`src/rtl/argmax_stream_if.sv`:
```
// Score-in / result-out handshake bundle for argmax_stream.
interface argmax_stream_if #(
    parameter int DATA_W = 8,
    parameter int N      = 10
);
    localparam int IDX_W = (N > 1) ? $clog2(N) : 1;

    logic              in_valid;
    logic              in_ready;
    logic [DATA_W-1:0] in_data;
    logic              out_valid;
    logic              out_ready;
    logic [DATA_W-1:0] out_max;
    logic [IDX_W-1:0]  out_index;
    logic [DATA_W-1:0] out_second;
    logic [IDX_W-1:0]  out_second_index;
    logic              out_second_valid;

    modport slave (
        input  in_valid, in_data, out_ready,
        output in_ready, out_valid, out_max, out_index,
               out_second, out_second_index, out_second_valid
    );

    modport master (
        output in_valid, in_data, out_ready,
        input  in_ready, out_valid, out_max, out_index,
               out_second, out_second_index, out_second_valid
    );
endinterface

```
`src/rtl/argmax_stream.sv`:
```
// Streaming arg-max: tracks best and runner-up score (lowest index wins ties)
// over a frame of N scores, then holds the result until the sink accepts it.
module argmax_stream #(
    parameter int DATA_W = 8,
    parameter int N      = 10,
    parameter bit SIGNED = 1'b0
) (
    input logic            clk,
    input logic            rst_n,
    input logic            clear,
    argmax_stream_if.slave bus
);
    localparam int IDX_W = (N > 1) ? $clog2(N) : 1;
    localparam logic [0:0] ACC  = 1'b0;
    localparam logic [0:0] HOLD = 1'b1;
    localparam logic [IDX_W-1:0] LAST = IDX_W'(N - 1);

    logic [0:0]        state_q, state_d;
    logic [IDX_W-1:0]  cnt_q, cnt_d;
    logic [DATA_W-1:0] best_q, best_d;
    logic [IDX_W-1:0]  best_idx_q, best_idx_d;
    logic [DATA_W-1:0] sec_q, sec_d;
    logic [IDX_W-1:0]  sec_idx_q, sec_idx_d;
    logic              sec_v_q, sec_v_d;
    logic              accept;

    function automatic logic gt(input logic [DATA_W-1:0] a, input logic [DATA_W-1:0] b);
        if (SIGNED) return $signed(a) > $signed(b);
        return a > b;
    endfunction

    assign bus.in_ready = (state_q == ACC) && rst_n;
    assign accept       = bus.in_valid && bus.in_ready;

    always_comb begin
        state_d    = state_q;
        cnt_d      = cnt_q;
        best_d     = best_q;
        best_idx_d = best_idx_q;
        sec_d      = sec_q;
        sec_idx_d  = sec_idx_q;
        sec_v_d    = sec_v_q;
        // Runner-up fields are zeroed whenever sec_v drops so the outputs read 0.
        if (clear) begin
            state_d   = ACC;
            cnt_d     = '0;
            sec_v_d   = 1'b0;
            sec_d     = '0;
            sec_idx_d = '0;
        end else if (accept) begin
            if (cnt_q == '0) begin
                best_d     = bus.in_data;
                best_idx_d = '0;
                sec_v_d    = 1'b0;
                sec_d      = '0;
                sec_idx_d  = '0;
            end else if (gt(bus.in_data, best_q)) begin
                sec_d      = best_q;
                sec_idx_d  = best_idx_q;
                sec_v_d    = 1'b1;
                best_d     = bus.in_data;
                best_idx_d = cnt_q;
            end else if (!sec_v_q || gt(bus.in_data, sec_q)) begin
                sec_d     = bus.in_data;
                sec_idx_d = cnt_q;
                sec_v_d   = 1'b1;
            end
            if (cnt_q == LAST) begin
                cnt_d   = '0;
                state_d = HOLD;
            end else begin
                cnt_d = cnt_q + 1'b1;
            end
        end else if (state_q == HOLD && bus.out_ready) begin
            state_d = ACC;
        end
    end

    always_ff @(posedge clk) begin
        if (!rst_n) begin
            state_q    <= ACC;
            cnt_q      <= '0;
            best_q     <= '0;
            best_idx_q <= '0;
            sec_q      <= '0;
            sec_idx_q  <= '0;
            sec_v_q    <= 1'b0;
        end else begin
            state_q    <= state_d;
            cnt_q      <= cnt_d;
            best_q     <= best_d;
            best_idx_q <= best_idx_d;
            sec_q      <= sec_d;
            sec_idx_q  <= sec_idx_d;
            sec_v_q    <= sec_v_d;
        end
    end

    assign bus.out_valid        = (state_q == HOLD);
    assign bus.out_max          = best_q;
    assign bus.out_index        = best_idx_q;
    assign bus.out_second       = sec_q;
    assign bus.out_second_index = sec_idx_q;
    assign bus.out_second_valid = sec_v_q;
endmodule
```
`src/flat_wrapper.sv`:
```
// flat-port wrapper written by rule: the top's interface ports become plain ports
module argmax_stream_flat 
#(
    parameter int DATA_W = 8,
    parameter int N      = 10,
    parameter bit SIGNED = 1'b0
)
  (clk, rst_n, clear, bus_in_valid, bus_in_data, bus_out_ready, bus_in_ready, bus_out_valid, bus_out_max, bus_out_index, bus_out_second, bus_out_second_index, bus_out_second_valid);
  argmax_stream_if #(.DATA_W(DATA_W), .N(N)) bus_i ();
  input logic clk;
  input logic rst_n;
  input logic clear;
  input wire logic [$bits(bus_i.in_valid)-1:0] bus_in_valid;
  input wire logic [$bits(bus_i.in_data)-1:0] bus_in_data;
  input wire logic [$bits(bus_i.out_ready)-1:0] bus_out_ready;
  output wire logic [$bits(bus_i.in_ready)-1:0] bus_in_ready;
  output wire logic [$bits(bus_i.out_valid)-1:0] bus_out_valid;
  output wire logic [$bits(bus_i.out_max)-1:0] bus_out_max;
  output wire logic [$bits(bus_i.out_index)-1:0] bus_out_index;
  output wire logic [$bits(bus_i.out_second)-1:0] bus_out_second;
  output wire logic [$bits(bus_i.out_second_index)-1:0] bus_out_second_index;
  output wire logic [$bits(bus_i.out_second_valid)-1:0] bus_out_second_valid;
  assign bus_i.in_valid = bus_in_valid;
  assign bus_i.in_data = bus_in_data;
  assign bus_i.out_ready = bus_out_ready;
  assign bus_in_ready = bus_i.in_ready;
  assign bus_out_valid = bus_i.out_valid;
  assign bus_out_max = bus_i.out_max;
  assign bus_out_index = bus_i.out_index;
  assign bus_out_second = bus_i.out_second;
  assign bus_out_second_index = bus_i.out_second_index;
  assign bus_out_second_valid = bus_i.out_second_valid;
  argmax_stream #(.DATA_W(DATA_W), .N(N), .SIGNED(SIGNED)) u_core (.clk(clk), .rst_n(rst_n), .clear(clear), .bus(bus_i));
endmodule
```
`config.mk`:
```
export PLATFORM = sky130hd
export DESIGN_NAME = argmax_stream_flat
export DESIGN_NICKNAME = d
export VERILOG_FILES = /design/src/rtl/argmax_stream_if.sv /design/src/rtl/argmax_stream.sv /design/src/flat_wrapper.sv
export SDC_FILE = /design/constraint.sdc
export NUM_CORES = 1
export LEC_CHECK = 0
export CAP_MARGIN = 20
export CORE_MARGIN = 2
export CORE_UTILIZATION = 40
export DETAILED_ROUTE_END_ITERATION = 8
export PLACE_DENSITY = 0.67
export SYNTH_ARGS = -nofsm -noshare
export SYNTH_HDL_FRONTEND = slang
export SYNTH_SLANG_ARGS = --single-unit
```
`constraint.sdc`:
```
create_clock -name clk -period 3.7 [get_ports clk]
set_input_delay 0.37 -clock clk [delete_from_list [all_inputs] [get_ports clk]]
set_output_delay 0.37 -clock clk [all_outputs]
set_load 0.01 [all_outputs]
```
# Word-level counts from Yosys, hierarchy flattened

Cells that the tools add are included.

Output and inout bits: 27
Input bits: 13
Register bits: 30
Word-level logic and storage cells: 45

Reduce and logical (&&, ||, !) cells: 13
Equality and inequality tests: 2
Add/sub/neg operators: 1
Bitwise logic cells: 3
Magnitude comparators: 2
Muxes and demuxes: 17

Operator list:

| kind                  | number |
|---|---|
| $mux W8               | 5 |
| $mux W4               | 6 |
| $gt A8 B8 Y1          | 2 |
| $mux W1               | 6 |
| $add A4 B1 Y4 const B | 1 |
| $eq A4 B4 Y1 const B  | 1 |
| $logic_not A4 Y1      | 1 |
| $reduce_and A2 Y1     | 2 |
| $reduce_bool A2 Y1    | 2 |
| $logic_and A1 B1 Y1   | 3 |
| $not A1 Y1            | 3 |
| $reduce_and A3 Y1     | 1 |
| $reduce_bool A3 Y1    | 1 |
| $ne A2 B2 Y1 const B  | 1 |
| $reduce_or A2 Y1      | 1 |
| $logic_not A1 Y1      | 1 |
| $logic_or A1 B1 Y1    | 1 |

# Logic depth before layout (Yosys ltp)

Gate-level depths: netlist of run 1.

Depth after elaboration: 5
Mapped depth: 9

# Worst setup path before layout of run 1

Ideal clock, no wire load.

Path type: register -> register
Start point: register u_core.sec_q[1] (netlist: u_core.bus.out_second[1])
End point: register u_core.sec_q[2] (netlist: u_core.bus.out_second[2])
Slack: 1.562 ns
Stages on the path, launching flop included: 10
Data arrival time: 2.016 ns
Required time: 3.578 ns
Setup time: 0.122 ns
Cells stage by stage: dfxtp_1 -> inv_1 -> ha_1 -> nor2b_1 -> o211ai_1 -> a21oi_1 -> nand3b_1 -> nor3b_2 -> buf_6 -> a221o_1

Cells in the longest elaborated chain, start to end: 4

Ends and longest elaborated chain:

| element                             | line                | source |
|---|---|---|
| from (decl)                         | argmax_stream.sv:22 | `logic [DATA_W-1:0] sec_q, sec_d;` |
| from (signal assigned)              | argmax_stream.sv:85 | `sec_q <= '0;` |
| from (signal assigned)              | argmax_stream.sv:93 | `sec_q <= sec_d;` |
| $gt A8 B8 Y1                        | argmax_stream.sv:29 | `return a > b;` |
| $logic_or A1 B1 Y1                  | argmax_stream.sv:63 | `end else if (!sec_v_q \|\| gt(bus.in_data, sec_q)) begin` |
| $reduce_bool A3 Y1 (no source line) | --                  |  |
| $reduce_and A2 Y1 (no source line)  | --                  |  |

No other way between the ends.
A chain may end at the register's enable or synchronous reset.

# Worst setup path in the final report of run 1

Start point: input bus_in_data[7]
End point: register u_core.sec_q[0] (netlist: u_core.bus.out_second[0])

Cells in the longest elaborated chain, start to end: 4
Elaborated cells on any way between the ends: 7
Classes of those cells: order compare: 2; mux: 2; reduce/logical: 3

Ends and longest elaborated chain:

| element                             | line                | source |
|---|---|---|
| from (decl)                         | flat_wrapper.sv:14  | `input wire logic [$bits(bus_i.in_data)-1:0] bus_in_data;` |
| $gt A8 B8 Y1                        | argmax_stream.sv:29 |  |
| $logic_or A1 B1 Y1                  | argmax_stream.sv:63 |  |
| $reduce_bool A3 Y1 (no source line) | --                  |  |
| $reduce_and A2 Y1 (no source line)  | --                  |  |

Several ways; a longest one is shown, not always the timed one.

==> results.txt, run 1 <==
Mapped Nets = 239
Worst max-slew margin expressed relative to the limit = 49.0%
Leakage power figure = 0.000749 µW
Reg clk slew, reported paths = 60 ps
Die height = 69.3 µm
Post-Place Cell Area = 2130 µm²
H-tree lvl count = 2
GRT Resource Usage Total = 18.1%
Async set-reset flop share out of synthesis = 0%
Insertion delay of the later-clocked pin in the worst-skew pair = 280 ps
Area fraction of the dominant cell type after synthesis = 35.2%
Std-Cell Core Area = 4060 µm²
Setup repair after global routing missed its margin = false
Total overflow reported by the global router = 0
Critical path startpoint category = input port
Sequential fraction of the synthesis area = 35.2%
Number of antenna violations at the first check in global routing = 0
Critical path launch point = bus_in_data[7]
Startpoint-to-endpoint class of the critical path = input port to register
First-pass GRT wire length = 7070 µm
Number of nets at the end of the flow = 280
Result of the run = complete, no violations
Residual DRC = 0
Final setup violating endpoints = 0
Final weighted congestion of routability-driven global placement = 0.860
Number of flip-flops and latches in the synthesized netlist = 30
Met3 capacity usage during global routing = 3.49%
Synth-to-layout area growth = 29.6%
Worst Setup End Kind = register
Quantity of I/O buffers inserted on ports = 39
Met1 track demand over resource in global routing = 27.9%
Post-Syn Area per Cell = 8.12 µm²
Top cells by instance count after synthesis = 44 x sky130_fd_sc_hd__nand2_1, 30 x sky130_fd_sc_hd__dfxtp_1, 22 x sky130_fd_sc_hd__o21ai_0, 16 x sky130_fd_sc_hd__ha_1, 15 x sky130_fd_sc_hd__inv_1
Critical R2R Launch = u_core.bus.out_second[7]
DP HPWL = 3140 µm
Final number of hold-violating endpoints = 0
Final non-filler cell area = 2210 µm²
Largest driver fanout on the critical path = 12
Number of buffers on the longest clock path = 2
Cells resized by post-CTS repair = 0
Largest clock skew in the final design = 6.25 ps
Cell taking the most area after synthesis = sky130_fd_sc_hd__dfxtp_1
Cells after Synth = 210
Total Negative Setup Slacks = 0 ps
Average wire length per cell after detail routing = 13.6 µm
Reg2Reg Setup Slack = 1220 ps
Num CTS Buffers = 5
X dimension of the die = 69.3 µm
Vias after detailed routing = 1573
I/O pins = 40
Number of detailed-route iterations in the first pass = 4
Number of cells on the worst reg-to-reg path = 8
Vias in the first global route = 1446
Actual slew at the worst max-slew pin = 762 ps
Synth unique cells = 33
Smallest hold slack = 476 ps
Most numerous cell in the Yosys netlist = sky130_fd_sc_hd__nand2_1
Achievable Freq = 371 MHz
GR Util met2 = 23.8%
Share of final-layout standard cells stronger than drive strength 1 = 5.98%
Maximum capacitance violations = 0
Total count of max-transition violations in the final report = 0
# diodes = 0
Hold buffers post-CTS = 0
CTS sink count = 30
Number of synthesized flops with an enable pin = 0
Worst IR Drop VDD = 199 µV
Total length of routed wires = 4090 µm
Worst r2r dst = u_core.bus.out_second[0]
Count of antenna-violating nets left after detailed routing = 0
Crit path DAT = 2920 ps
Area of the die = 4800 µm²
Number of DRC markers in iteration 0 = 100
Largest net degree at the start of global routing = 24
Ys Warns = 0
Area of the mapped netlist = 1710 µm²
DP Worst Slack = 742 ps
Number of vias per cell = 5.23
Dominant cells by area after synthesis = sky130_fd_sc_hd__dfxtp_1 35%, sky130_fd_sc_hd__ha_1 12%, sky130_fd_sc_hd__nand2_1 9.7%, sky130_fd_sc_hd__a221o_1 7.0%, sky130_fd_sc_hd__o21ai_0 6.5%
Portion of the clock cycle consumed by the worst path in the final layout = 72.8%
Capturing element of the worst setup path = u_core.bus.out_second[0]
Final critical path time including I/O delays and setup = 2690 ps
Post-CTS setup buffer count = 0
Number of placement rows = 23
CTS tree = yes
Share of the core filled with cells = 54.5%
Main synth FF type = sky130_fd_sc_hd__dfxtp_1
Initial core utilization = 42.0%
P per Cell Area = 301 nW/µm²
Final worst setup slack = 1010 ps
Root buffer selected by CTS = sky130_fd_sc_hd__clkbuf_8
Type of the worst min-delay path = register to register
Required time of the critical path = 3930 ps
Peak-usage layer in the global routing report = met1
## report_power, final
part	internal, µW	total (µW)	switching, µW
sequential	327	332	4.22
combinational	39.9	86.7	46.8
clock	129	246	117
## how the worst min path moves through the flow
| stage | from | end | slack (ps) | depth (start not counted) |
|---|---|---|---|---|
| floorplan | bus_in_data[0] | u_core.bus.out_max[0] | 480 | 2 |
| global placement | u_core.bus.out_max[6] | u_core.bus.out_max[6] | 460 | 2 |
| detailed placement | u_core.bus.out_max[5] | u_core.bus.out_max[5] | 470 | 2 |
| CTS | u_core.bus.out_max[5] | u_core.bus.out_max[5] | 480 | 2 |
| global route | u_core.bus.out_max[5] | u_core.bus.out_max[5] | 500 | 2 |
| finish | u_core.bus.out_index[1] | u_core.bus.out_index[1] | 480 | 2 |
## cells in the final DEF, fill, tap and decap left out, types with 2 or more instances in the layout
| master | Yosys | routed |
|---|---|---|
| sky130_fd_sc_hd__ha_1 | 16 | 16 |
| sky130_fd_sc_hd__clkbuf_8 | 0 | 5 |
| sky130_fd_sc_hd__nor2b_1 | 7 | 7 |
| sky130_fd_sc_hd__nand2_1 | 44 | 44 |
| sky130_fd_sc_hd__inv_1 | 15 | 15 |
| sky130_fd_sc_hd__nand4_1 | 4 | 4 |
| sky130_fd_sc_hd__dfxtp_1 | 30 | 30 |
| sky130_fd_sc_hd__clkbuf_1 | 2 | 2 |
| sky130_fd_sc_hd__buf_4 | 0 | 4 |
| sky130_fd_sc_hd__o21ai_0 | 22 | 22 |
| sky130_fd_sc_hd__clkdlybuf4s50_1 | 0 | 39 |
| sky130_fd_sc_hd__a221o_1 | 12 | 12 |
| sky130_fd_sc_hd__nand2b_1 | 2 | 2 |
| sky130_fd_sc_hd__o211ai_1 | 2 | 2 |
| sky130_fd_sc_hd__nor2_1 | 7 | 7 |
| sky130_fd_sc_hd__nor3_1 | 13 | 13 |
| sky130_fd_sc_hd__a21oi_1 | 10 | 10 |
## critical path, stage by stage
cell and delay [ps]:
sky130_fd_sc_hd__clkdlybuf4s50_1 500, sky130_fd_sc_hd__ha_1 360, sky130_fd_sc_hd__nand4_1 130, sky130_fd_sc_hd__nand2b_1 170, sky130_fd_sc_hd__a21oi_1 120, sky130_fd_sc_hd__nand3b_1 300
sky130_fd_sc_hd__nor3b_2 700, sky130_fd_sc_hd__a221o_1 270
## state kept, by name, indices dropped and copies added (netlist names)
signal / cells
u_core.bus.out_max: 8
u_core.bus.out_second: 8
u_core.bus.out_index: 4
u_core.bus.out_second_index: 4
u_core.cnt_q: 4
u_core.bus.out_second_valid: 1
u_core.bus.out_valid: 1
## metrics by stage
step | cells | total power (µW)
detailed placement | 294 | 425
floorplan | 210 | 386
global placement | 294 | 424
finish | 301 | 664
global route | 301 | 687
CTS | 301 | 666
## metal layers
| layer | wire, µm | up-vias |
|---|---|---|
| li1 | - | 824 |
| met1 | 2270 | 717 |
| met2 | 1640 | 27 |
| met3 | 115 | 5 |
| met4 | 72 | 0 |
| met5 | 0 | - |
## logic make-up after synthesis
kind of cell / Yosys count / synth area share [%]
simple gates: 86 / 24.5
compound gates: 52 / 21.0
flops: 30 / 35.2
buf+inv: 24 / 6.53
fa+ha+maj: 16 / 11.7
xor+xnor: 2 / 1.03
## final cells by class
class	instances	area [µm²]
Timing Repair Buffer	43	420
Sequential cell	30	601
Tap cell	50	62.6
Multi-Input combinational cell	156	993
Fill cell	398	1850
Clock buffer	7	76.3
Inverter	15	56.3
No activity file was read; power rests on OpenSTA's default activity.
==> inputs of run 2 (changes only) <==
--- a/config.mk
+++ b/config.mk
@@ -9,7 +9,7 @@
 export CORE_MARGIN = 2
 export CORE_UTILIZATION = 40
 export DETAILED_ROUTE_END_ITERATION = 8
-export PLACE_DENSITY = 0.67
+export PLACE_DENSITY = 0.7
 export SYNTH_ARGS = -nofsm -noshare
 export SYNTH_HDL_FRONTEND = slang
 export SYNTH_SLANG_ARGS = --single-unit
==> constraint.sdc (replaced) <==
create_clock -name clk -period 2.2 [get_ports clk]
set_input_delay 0.22 -clock clk [delete_from_list [all_inputs] [get_ports clk]]
set_output_delay 0.22 -clock clk [all_outputs]
set_load 0.01 [all_outputs]
==> results.txt, run 2 (same netlist as run 1, synthesis figures left out) <==
DP Worst Slack = -431 ps (-1170 ps)
Hold buffers post-CTS = 0 (unchanged)
Crit path DAT = 2270 ps (-650 ps)
Slowest stage cell on the critical path = sky130_fd_sc_hd__a211o_1
Number of nets at the end of the flow = 297 (+6.1%)
Reg clk slew, reported paths = 60 ps (about the same)
Worst r2r dst = u_core.bus.out_second[3]
X dimension of the die = 69.3 µm (unchanged)
Result of the run = complete, no violations
Final weighted congestion of routability-driven global placement = 0.780 (-9.3%)
CTS tree = yes
Die height = 69.3 µm (unchanged)
DP HPWL = 3300 µm (+5.1%)
Number of vias per cell = 5.20 (-0.41%)
Portion of the clock cycle consumed by the worst path in the final layout = 95.9%
Synth-to-layout area growth = 44.5%
Final non-filler cell area = 2460 µm² (+12%)
Achievable Freq = 474 MHz
Count of antenna-violating nets left after detailed routing = 0 (unchanged)
Post-Place Cell Area = 2240 µm² (+5.2%)
I/O pins = 40 (unchanged)
Sequence of cells on the critical path = inv_1 -> ha_1 -> nor2b_1 -> o211ai_1 -> a211o_1 -> nand3_4 -> nor3b_4 -> buf_12 -> a221o_1
Final setup violating endpoints = 0 (unchanged)
Number of buffers on the longest clock path = 2 (unchanged)
Area of the die = 4800 µm² (unchanged)
Required time of the critical path = 2360 ps (-1570 ps)
Actual slew at the worst max-slew pin = 438 ps (-324 ps)
Startpoint-to-endpoint class of the critical path = register to register
Placed Cells = 307 (+4.4%)
Total length of routed wires = 4480 µm (+9.4%)
Worst hold start = bus_in_data[0]
Average wire length per cell after detail routing = 14.1 µm (+3.6%)
Initial core utilization = 42.0% (unchanged)
Final worst setup slack = 89.2 ps (-916 ps)
First-pass GRT wire length = 6860 µm (-3.0%)
Critical path buffer and inverter count = 2 (+1)
Quantity of I/O buffers inserted on ports = 39 (unchanged)
Number of antenna violations at the first check in global routing = 0 (unchanged)
Post-layout instance count excluding filler cells = 318 (+5.6%)
Worst hold path stage count = 4 (+2)
Total count of max-transition violations in the final report = 0 (unchanged)
Slowest cell delay on critical path = 400 ps (-300 ps)
Final critical path time including I/O delays and setup = 2110 ps
Largest net degree at the start of global routing = 25 (+4.2%)
Critical path startpoint category = register
Largest clock skew in the final design = 5.41 ps (-0.848 ps)
P per Cell Area = 464 nW/µm² (+54%)
Root buffer selected by CTS = sky130_fd_sc_hd__clkbuf_8
Number of placement rows = 23 (unchanged)
Worst IR Drop VDD = 340 µV (+71%)
CTS sink count = 30 (unchanged)
Number of filler cells placed in the layout = 364 (-8.5%)
Worst Setup End Kind = register
Vias in the first global route = 1390 (-3.9%)
Maximum capacitance violations = 0 (unchanged)
Overall power = 1140 µW (+72%)
Reg2Reg Setup Slack = 90 ps (-1130 ps)
Number of cells on the worst reg-to-reg path = 9 (+1)
H-tree lvl count = 2 (unchanged)
# diodes = 0 (unchanged)
End of the worst hold path = u_core.bus.out_max[0]
Largest driver fanout on the critical path = 12 (unchanged)
Final number of hold-violating endpoints = 0 (unchanged)
Share of final-layout standard cells stronger than drive strength 1 = 17.9% (+12 points)
Number of DRC markers in iteration 0 = 100 (unchanged)
Total overflow reported by the global router = 0 (unchanged)
Worst max-slew margin expressed relative to the limit = 70.5% (+22 points)
Std-Cell Core Area = 4060 µm² (unchanged)
Most frequent cells in the layout = 44 x sky130_fd_sc_hd__nand2_1, 31 x sky130_fd_sc_hd__clkdlybuf4s50_1, 23 x sky130_fd_sc_hd__dfxtp_1
Most common cell after layout, fill and taps aside = sky130_fd_sc_hd__nand2_1
Critical path launch point = u_core.bus.out_max[1]
Critical R2R Launch = u_core.bus.out_max[1]
Residual DRC = 0 (unchanged)
GRT Resource Usage Total = 17.9% (-0.13 points)
Leakage power figure = 0.000911 µW (+22%)
Cell type group with the largest total delay on the critical path = compound AO/OA/AOI/OAI gates
Number of detailed-route iterations in the first pass = 4 (unchanged)
Type of the worst min-delay path = input port to register
Num CTS Buffers = 5 (unchanged)
Insertion delay of the later-clocked pin in the worst-skew pair = 270 ps (about the same)
Vias after detailed routing = 1655 (+5.2%)
==> run 2: changes by cell type in the layout (fill, tap and decap cells not counted), moves of 2 or more <==
cell,delta
sky130_fd_sc_hd__dlymetal6s2s_1,+7
sky130_fd_sc_hd__buf_12,+2
sky130_fd_sc_hd__clkdlybuf4s50_1,-8
sky130_fd_sc_hd__ha_1,-4
sky130_fd_sc_hd__inv_1,-3
sky130_fd_sc_hd__dfxtp_2,+7
sky130_fd_sc_hd__ha_4,+4
sky130_fd_sc_hd__inv_2,+3
sky130_fd_sc_hd__buf_4,+15
sky130_fd_sc_hd__dfxtp_1,-7
==> run 2: worst reg2reg max path, stage by stage, from the launching register on <==
cell and delay, ps:
sky130_fd_sc_hd__dfxtp_2 330, sky130_fd_sc_hd__inv_1 60, sky130_fd_sc_hd__ha_1 290, sky130_fd_sc_hd__nor2b_1 130, sky130_fd_sc_hd__o211ai_1 120, sky130_fd_sc_hd__a211o_1 400, sky130_fd_sc_hd__nand3_4 130, sky130_fd_sc_hd__nor3b_4 60
sky130_fd_sc_hd__buf_12 140, sky130_fd_sc_hd__a221o_1 340
==> run 2: worst max path at each step <==
stage	end	slack, ps	cells after the start
after detailed placement	u_core.bus.out_second[6]	-430	8
after global placement	u_core.bus.out_second[2]	-400	8
after CTS	u_core.bus.out_second[6]	20	9
after floorplan	u_core.bus.out_second[2]	60	9
after global routing	u_core.bus.out_second[3]	-50	9
final	u_core.bus.out_second[3]	90	9
==> run 2: timing repair <==
item,4_1_cts,5_1_grt
pin swaps,4,13
gates resized for setup,3,23
setup buffers,0,5
gates cloned,0,0
endpoints found under the setup margin,12,12
==> run 2: layout make-up <==
class | instances | area [µm²] | area share (%)
well taps | 50 | 62.6 | 2.54
clock buffers | 7 | 76.3 | 3.10
repair buffers | 60 | 589 | 23.9
inverters | 15 | 56.3 | 2.28
flip-flops and latches | 30 | 609 | 24.7
multi-input cells | 156 | 1070 | 43.5
==> run 2: per-layer routing <==
metal,up-vias,GRT usage [%],share of wire [%]
met1,753,27.5,50
li1,858,-,-
met3,5,3.20,4.7
met5,-,0,0
met4,0,5.88,1.2
met2,39,25.0,44
==> run 2: per-stage QoR <==
step | TNS (ps) | hold WS (ps) | util, %
floorplan | 0 | 329 | -
global placement | -5480 | 460 | 55.3
detailed placement | -6060 | 476 | 55.3
CTS | 0 | 391 | 57.4
global route | -123 | 344 | 60.7
finish | 0 | 323 | 60.7
==> run 2: report_power, final <==
| group | internal (µW) | total, µW | leakage [µW] | switching, µW |
|---|---|---|---|---|
| logic | 88.9 | 180 | 0.000627 | 91.4 |
| registers | 551 | 559 | 0.000246 | 7.38 |
| clock network | 217 | 404 | 0.0000383 | 187 |
